**config.mk**
```make
export PLATFORM = sky130hd
export DESIGN_NAME = ps2_scan_decoder
export DESIGN_NICKNAME = d
export VERILOG_FILES = /design/src/rtl/ps2_pkg.sv /design/src/rtl/ps2_event_fifo.sv /design/src/rtl/ps2_scan_decoder.sv
export SDC_FILE = /design/constraint.sdc
export NUM_CORES = 1
export LEC_CHECK = 0
export ABC_AREA = 1
export CAP_MARGIN = 5
export CORE_AREA = 2 2 107 151
export CTS_CLUSTER_SIZE = 16
export DETAILED_ROUTE_END_ITERATION = 8
export DIE_AREA = 0 0 109 153
export PLACE_DENSITY = 0.49
export REMOVE_ABC_BUFFERS = 1
export SETUP_SLACK_MARGIN = 0.3
export SKIP_CTS_REPAIR_TIMING = 1
export SLEW_MARGIN = 15
export SYNTH_ARGS = -nofsm -noshare
export SYNTH_HDL_FRONTEND = slang
export SYNTH_HIERARCHICAL = 1
export SYNTH_SLANG_ARGS = --single-unit
```
**constraint.sdc**
```tcl
create_clock -name clk -period 3.7 [get_ports clk]
set_input_delay 0.555 -clock clk [delete_from_list [all_inputs] [get_ports clk]]
set_output_delay 0.555 -clock clk [all_outputs]
set_load 0.05 [all_outputs]
```
**src/rtl/ps2_pkg.sv**
```systemverilog
// ============================================================================
//  Module      : ps2_pkg
//  Description : Shared types and constants for the PS/2 Set-2 scan decoder:
//                decoder states, prefix byte values and the key event record.
//  Revision    : 1.0 - initial release
// ============================================================================
`default_nettype none

package ps2_pkg;

    typedef enum logic [2:0] {
        S_IDLE    = 3'd0,
        S_EXT     = 3'd1,
        S_BRK     = 3'd2,
        S_EXT_BRK = 3'd3,
        S_PAUSE   = 3'd4
    } decoder_state_t;

    localparam logic [7:0] SC_EXT     = 8'hE0;
    localparam logic [7:0] SC_BRK     = 8'hF0;
    localparam logic [7:0] SC_PAUSE   = 8'hE1;
    localparam logic [2:0] PAUSE_TAIL = 3'd7;

    typedef struct packed {
        logic [7:0] code;
        logic       ext;
        logic       brk;
    } key_event_t;

    // Keyboard status/response bytes that never describe a key press
    function automatic logic is_status_byte(input logic [7:0] b);
        case (b)
            8'hAA, 8'hFA, 8'hFE, 8'hEE, 8'h00, 8'hFF: is_status_byte = 1'b1;
            default:                                  is_status_byte = 1'b0;
        endcase
    endfunction

endpackage

`default_nettype wire

```
**src/rtl/ps2_event_fifo.sv**
```systemverilog
// ============================================================================
//  Module      : ps2_event_fifo
//  Description : Show-ahead synchronous FIFO of key events with occupancy
//                count and sticky overflow flag. DEPTH must be a power of two.
//  Revision    : 1.0 - initial release
// ============================================================================
`default_nettype none

module ps2_event_fifo
    import ps2_pkg::*;
#(
    parameter int DEPTH = 8,
    parameter int CNT_W = $clog2(DEPTH) + 1
) (
    input  logic             clk,
    input  logic             rst,
    input  logic             i_push,
    input  key_event_t       i_data,
    input  logic             i_pop,
    output key_event_t       o_head,
    output logic             o_valid,
    output logic [CNT_W-1:0] o_count,
    output logic             o_overflow
);

    localparam int PTR_W = $clog2(DEPTH);

    key_event_t       r_mem [DEPTH];
    logic [PTR_W-1:0] r_wr_ptr;
    logic [PTR_W-1:0] r_rd_ptr;
    logic [CNT_W-1:0] r_count;
    logic             r_overflow;

    logic w_empty;
    logic w_full;
    logic w_pop;
    logic w_push;

    assign w_empty = (r_count == '0);
    assign w_full  = (r_count == CNT_W'(DEPTH));
    assign w_pop   = i_pop && !w_empty;
    // A pop in the same cycle frees the slot, so a full FIFO still accepts
    assign w_push  = i_push && (!w_full || w_pop);

    // Pointer, count and overflow bookkeeping; pointers wrap naturally
    always_ff @(posedge clk) begin
        if (rst) begin
            r_wr_ptr   <= '0;
            r_rd_ptr   <= '0;
            r_count    <= '0;
            r_overflow <= 1'b0;
        end else begin
            if (w_push) r_wr_ptr <= r_wr_ptr + PTR_W'(1);
            if (w_pop)  r_rd_ptr <= r_rd_ptr + PTR_W'(1);
            if (w_push && !w_pop)      r_count <= r_count + CNT_W'(1);
            else if (w_pop && !w_push) r_count <= r_count - CNT_W'(1);
            if (i_push && !w_push) r_overflow <= 1'b1;
        end
    end

    // Storage array; contents are don't-care until written
    always_ff @(posedge clk) begin
        if (w_push) r_mem[r_wr_ptr] <= i_data;
    end

    // Head is masked while empty so outputs read zero after reset
    assign o_head     = w_empty ? key_event_t'('0) : r_mem[r_rd_ptr];
    assign o_valid    = !w_empty;
    assign o_count    = r_count;
    assign o_overflow = r_overflow;

endmodule

`default_nettype wire

```
**src/rtl/ps2_scan_decoder.sv**
```systemverilog
// ============================================================================
//  Module      : ps2_scan_decoder
//  Description : Synchronises the PS/2 receiver handshake, parses Set-2
//                prefixes (E0/F0/E1) into key events and queues them in a
//                valid/ready FIFO.
//                Optional macro PS2_TYPEMATIC_FILTER_EN suppresses repeated
//                make events of the key last pressed.
//  Revision    : 1.0 - initial release
// ============================================================================
`default_nettype none

module ps2_scan_decoder
    import ps2_pkg::*;
#(
    parameter int DEPTH = 8,
    parameter int CNT_W = $clog2(DEPTH) + 1
) (
    input  logic             clk,
    input  logic             reset,
    input  logic [7:0]       scan_code,
    input  logic             scan_ready,
    output logic             read,
    output logic [7:0]       key_code,
    output logic             key_ext,
    output logic             key_break,
    output logic             key_valid,
    input  logic             key_ready,
    output logic             overflow,
    output logic [CNT_W-1:0] fifo_count
);

    logic       r_sync1;
    logic       r_sync2;
    logic       r_prev;
    logic       r_prime1;
    logic       r_primed;
    logic       r_flush;
    logic       r_read;
    logic [7:0] r_byte;
    logic       r_byte_vld;

    decoder_state_t r_state;
    decoder_state_t w_state_nxt;
    logic [2:0]     r_pause_cnt;
    logic [2:0]     w_pause_cnt_nxt;
    logic           w_emit;
    key_event_t     w_ev;
    logic           w_push;
    key_event_t     w_head;

    logic w_capture;
    assign w_capture = r_sync2 && !r_prev;

    // Handshake synchroniser and byte capture. The prime flops hold off the
    // "sync2 low" flush release until the synchroniser carries real samples,
    // so a byte left pending across reset is still acknowledged and dropped.
    always_ff @(posedge clk) begin
        if (reset) begin
            r_sync1    <= 1'b0;
            r_sync2    <= 1'b0;
            r_prev     <= 1'b0;
            r_prime1   <= 1'b0;
            r_primed   <= 1'b0;
            r_flush    <= 1'b1;
            r_read     <= 1'b0;
            r_byte     <= '0;
            r_byte_vld <= 1'b0;
        end else begin
            r_sync1    <= scan_ready;
            r_sync2    <= r_sync1;
            r_prev     <= r_sync2;
            r_prime1   <= 1'b1;
            r_primed   <= r_prime1;
            r_read     <= w_capture;
            r_byte_vld <= w_capture && !r_flush;
            if (w_capture) r_byte <= scan_code;
            if (w_capture || (r_primed && !r_sync2)) r_flush <= 1'b0;
        end
    end

    // Decoder state register
    always_ff @(posedge clk) begin
        if (reset) begin
            r_state     <= S_IDLE;
            r_pause_cnt <= '0;
        end else begin
            r_state     <= w_state_nxt;
            r_pause_cnt <= w_pause_cnt_nxt;
        end
    end

    // Prefix parser: consumes one captured byte per cycle it is valid
    always_comb begin
        w_state_nxt     = r_state;
        w_pause_cnt_nxt = r_pause_cnt;
        w_emit          = 1'b0;
        w_ev            = '{code: r_byte, ext: 1'b0, brk: 1'b0};
        if (r_byte_vld) begin
            case (r_state)
                S_IDLE: begin
                    if (r_byte == SC_EXT) begin
                        w_state_nxt = S_EXT;
                    end else if (r_byte == SC_BRK) begin
                        w_state_nxt = S_BRK;
                    end else if (r_byte == SC_PAUSE) begin
                        w_emit          = 1'b1;
                        w_pause_cnt_nxt = PAUSE_TAIL;
                        w_state_nxt     = S_PAUSE;
                    end else if (!is_status_byte(r_byte)) begin
                        w_emit = 1'b1;
                    end
                end
                S_EXT: begin
                    if (r_byte == SC_BRK) begin
                        w_state_nxt = S_EXT_BRK;
                    end else if (r_byte != SC_EXT) begin
                        w_emit      = 1'b1;
                        w_ev.ext    = 1'b1;
                        w_state_nxt = S_IDLE;
                    end
                end
                S_BRK: begin
                    if (r_byte != SC_BRK) begin
                        w_emit      = 1'b1;
                        w_ev.brk    = 1'b1;
                        w_state_nxt = S_IDLE;
                    end
                end
                S_EXT_BRK: begin
                    if (r_byte != SC_BRK && r_byte != SC_EXT) begin
                        w_emit      = 1'b1;
                        w_ev.ext    = 1'b1;
                        w_ev.brk    = 1'b1;
                        w_state_nxt = S_IDLE;
                    end
                end
                S_PAUSE: begin
                    // Pause tail bytes are swallowed; leave when count hits 0
                    w_pause_cnt_nxt = r_pause_cnt - 3'd1;
                    if (r_pause_cnt == 3'd1) w_state_nxt = S_IDLE;
                end
                default: begin
                    w_state_nxt = S_IDLE;
                end
            endcase
        end
    end

`ifdef PS2_TYPEMATIC_FILTER_EN
    logic [8:0] r_last_make;
    logic       r_last_vld;
    logic       w_match;

    assign w_match = r_last_vld && (r_last_make == {w_ev.ext, w_ev.code});
    assign w_push  = w_emit && (w_ev.brk || !w_match);

    // Remember the last pressed key; its release re-arms the filter
    always_ff @(posedge clk) begin
        if (reset) begin
            r_last_make <= '0;
            r_last_vld  <= 1'b0;
        end else if (w_emit) begin
            if (w_ev.brk) begin
                if (w_match) r_last_vld <= 1'b0;
            end else begin
                r_last_make <= {w_ev.ext, w_ev.code};
                r_last_vld  <= 1'b1;
            end
        end
    end
`else
    assign w_push = w_emit;
`endif

    ps2_event_fifo #(
        .DEPTH (DEPTH),
        .CNT_W (CNT_W)
    ) u_fifo (
        .clk        (clk),
        .rst        (reset),
        .i_push     (w_push),
        .i_data     (w_ev),
        .i_pop      (key_ready),
        .o_head     (w_head),
        .o_valid    (key_valid),
        .o_count    (fifo_count),
        .o_overflow (overflow)
    );

    assign read      = r_read;
    assign key_code  = w_head.code;
    assign key_ext   = w_head.ext;
    assign key_break = w_head.brk;

endmodule

`default_nettype wire

```
==> out/results.txt <==
Based on the critical path, the design can be clocked at up to 0.321 GHz. The most numerous cell type found on the critical path is sky130_fd_sc_hd__nand2_1. The cell sitting at the root of the clock tree is a sky130_fd_sc_hd__clkbuf_16. The total of warnings raised by yosys is 6, and the clock-pin slew of the registers on the worst-case setup and hold paths is 50 ps. The starting density of the core was 0.343; the insertion delay of the later-clocked pin in the worst-skew pair was 410 ps. The synthesis-to-layout area growth works out to 21.5%.

The max-cap check violation count is 0. The first global-routing pass estimated 18.9 mm of wire. The sequential share of the synthesized area came out at 0.594.

The filler cells instantiated in the layout total 1483. The tools report the number of placed cells counting well taps as 807. The total leakage power is 2.76 nW. During I/O placement, the number of pins put on the boundary was 29. The clock arrives with 7.38 ps of skew. For this design the total switching power over the nets is 0.00154 W.

Register bit total from synthesis: 116. The number of buffers on the longest clock path is 2, and the headroom to the max-slew limit is 0.536. The tools report the number of standard cells after synthesis as 591.

The congestion estimate from routability-driven global placement came to 0.807. At the pin with the least slew margin, the transition time is 696 ps. After global routing the overflow that remains totals 0. Data on the critical path arrives at its endpoint at 2560 ps.

A synthesized cell averages 8.90 µm². The floorplan step set the die height to 153 µm. The final non-filler cell total is 839. The sequential fraction of design power came out at 0.323. The register area is 3120 µm².

The sort of element at the start of the critical path was a register. The flow ran to the end, and the final reports show no timing, DRC or antenna violations. The run gives 122 as the number of design-rule violations left by the first detailed-router iteration. In the final timing run, aggregate negative setup slack is 0 ps. The wire-length estimate of the detail-placed layout is 7.38 mm. Setup repair after global routing left no endpoint under its margin. The share of power burned in combinational logic is 0.290. The logs give 704 µV for the maximum ir drop on the vdd rail and 15300 µm² for the placeable core area. The count of buffers added on input and output ports is 28. The site row count is 54. The logs give 0 for the initial antenna violation count and 41 for the pin count of the biggest net entering global routing. After detailed routing, the number of remaining DRC violations is 0. The switching share of total power came out at 0.334.

The power per cell area works out to 723 nW/µm². The critical path contains buffers and inverters numbering 2 combined. The final route contains 3782 vias. The logs give 3771 for the via count of the first global-routing pass and 0 for the final-report setup violation count.

The tools report the multi-input logic area as 1710 µm². After synthesis, the netlist uses 30 different library cells. TritonCTS built the clock tree.

The logs give 0.388 for the clock share of power and 0.00308 W for the internal power component. Path category of the worst min-delay check: register to register. The vias per cell came out at 4.51. The peak fanout along the critical path came out at 40.

The required arrival time at the worst endpoint was 3140 ps. The floorplan step defined a die boundary enclosing 16700 µm². The number of antenna-violating nets in the routed design is 0. The repair_antennas step left the layout with diodes totalling 0.

STA classifies the critical path endpoint as a primary output. The logs give 0 for the count of final hold-check violations and 116 for the number of clock sinks. The net count of the finished layout is 650. The post-route worst hold slack is 404 ps, and the share of post-route cells with drive strength above 1 is 0.124.

The kind of critical path is register to primary output. The H-tree generated during clock tree synthesis spans 4 levels. Walking the worst path, the cells encountered are buf_4 -> nand2_1 -> nand2_1 -> nand2_1 -> nand2_1 -> nor2_1 -> nor2_1 -> clkdlybuf4s50_1. For this design, the slowest cell found on the critical path is sky130_fd_sc_hd__clkdlybuf4s50_1. The final layout contains routed wiring with a total length of 11.4 mm.

Stage delay of the slowest cell on the critical path: 830 ps. Counting I/O delays and the setup requirement, the final critical path takes 3110 ps. The tools report the number of max-slew violations in the final report as 0.

On the critical path the largest part of the delay comes from buffers and inverters. The floorplan step set the die width to 109 µm. The portion of the clock cycle consumed by the worst path in the final layout came out at 0.842.

Dividing the detail-routed wire length by the instance count gives 13.6 µm. The cell area that synthesis handed to floorplanning was 5260 µm². The number of iterations in the first detailed-routing pass is 4, and the number of buffers created by CTS is 17.

The tools report the global-route usage over all layers as 0.151.
==> cell families (layout without fill, tap and decap cells) <==
logic type | Yosys count | count (layout) | synth area share
AOI/OAI and AO/OA | 36 | 36 | 0.0352
xor gates and xnor gates | 3 | 3 | 0.00500
adders and majority gates | 8 | 8 | 0.0205
buffers and inverters | 102 | 154 | 0.0806
DFF | 116 | 116 | 0.594
and+or+nand+nor | 326 | 326 | 0.265
==> worst paths after layout <==
check | start | cells past startpoint | end | slack [ps]
max | register | 8 | key_code[7] | 590
min | r_prime1 | 2 | r_primed | 400
max reg2reg | r_byte[3] | 18 | u_fifo/o_count[3] | 670
min reg2reg | r_prime1 | 2 | r_primed | 400
==> metrics by stage <==
stage | setup slack (ps) | util | power, W | area (µm²)
6_report | 585 | 0.417 | 0.00462 | 6390
5_1_grt | 320 | 0.417 | 0.00486 | 6390
4_1_cts | 536 | 0.417 | 0.00468 | 6390
3_5_place_dp | 652 | 0.375 | 0.00288 | 5740
3_3_place_gp | 753 | 0.375 | 0.00287 | 5740
2_1_floorplan | 925 | - | 0.00244 | 5150
==> cells in the mapped netlist (all sizes together) <==
| cell | number | area (µm²) |
|---|---|---|
| nand2 | 196 | 753 |
| inv | 82 | 310 |
| o21ai | 16 | 80.1 |
| a21oi | 18 | 90.1 |
| edfxtp | 80 | 2400 |
| fa | 1 | 20.0 |
| nor2 | 72 | 315 |
| buf | 11 | 80.1 |
| nor3 | 4 | 20.0 |
| ha | 7 | 87.6 |
| nor4 | 2 | 12.5 |
| dfxtp | 36 | 721 |
| o211ai | 1 | 7.51 |
| o21a | 1 | 7.51 |
| xor2 | 3 | 26.3 |
| nand3 | 45 | 245 |
| nand3b | 1 | 7.51 |
| or2 | 2 | 15.0 |
| clkbuf | 9 | 33.8 |
| nand4 | 4 | 25.0 |
==> registers in the layout, indices dropped and copies added, names as in the netlist, 3 cells and up, named ones only <==
register,cells
u_fifo/r_mem,80
r_byte,8
u_fifo/o_count,4
r_pause_cnt,3
r_state,3
u_fifo/r_rd_ptr,3
u_fifo/r_wr_ptr,3
==> power groups by stage <==
| stage | registers [W] | clock network [W] | logic, W |
|---|---|---|---|
| finish | 0.00149 | 0.00179 | 0.00134 |
| CTS | 0.00149 | 0.00182 | 0.00136 |
| global placement | 0.00152 | 0 | 0.00135 |
| detailed placement | 0.00152 | 0 | 0.00136 |
| global route | 0.00150 | 0.00188 | 0.00149 |
| floorplan | 0.00162 | 0 | 0.000819 |
==> worst register-to-register path, delay by kind of cell, from the launching register on <==
kind / cells / cell delay [ps]
AND/OR/NAND/NOR: 10 / 1150
flip-flops: 1 / 520
adder cells (fa/ha/maj): 2 / 480
buffers and inverters: 5 / 410
AO/OA/AOI/OAI: 1 / 380
==> area by class of cell <==
| class | instances | area share |
|---|---|---|
| repair buffers | 40 | 0.0552 |
| clock inverters | 12 | 0.0327 |
| well taps | 196 | 0.0384 |
| clock buffers | 20 | 0.0683 |
| inverters | 82 | 0.0486 |
| multi-input cells | 373 | 0.268 |
| flip-flops and latches | 116 | 0.489 |
==> layout by cell type, fill, tap and decap left out, types with 6 or more instances in the layout <==
master,synthesis,final
sky130_fd_sc_hd__nand2_1,189,189
sky130_fd_sc_hd__edfxtp_1,80,80
sky130_fd_sc_hd__inv_1,74,74
sky130_fd_sc_hd__nor2_1,58,58
sky130_fd_sc_hd__nand3_1,41,41
sky130_fd_sc_hd__dfxtp_1,36,36
sky130_fd_sc_hd__clkdlybuf4s50_1,0,21
sky130_fd_sc_hd__buf_4,5,19
sky130_fd_sc_hd__a21oi_1,18,18
sky130_fd_sc_hd__clkbuf_16,0,17
sky130_fd_sc_hd__o21ai_0,15,15
sky130_fd_sc_hd__nor2_2,12,12
sky130_fd_sc_hd__inv_2,7,7
sky130_fd_sc_hd__nand2_2,7,7
sky130_fd_sc_hd__ha_1,7,7
sky130_fd_sc_hd__bufinv_16,0,6
==> per-layer routing <==
metal,global-route usage,vias to the layer above,share of wire
met2,0.264,63,0.52
met4,0.0684,0,0.023
met5,0,-,0
met3,0.0294,20,0.031
met1,0.174,1742,0.42
li1,-,1957,-
Power figures use the tool's default switching activity.
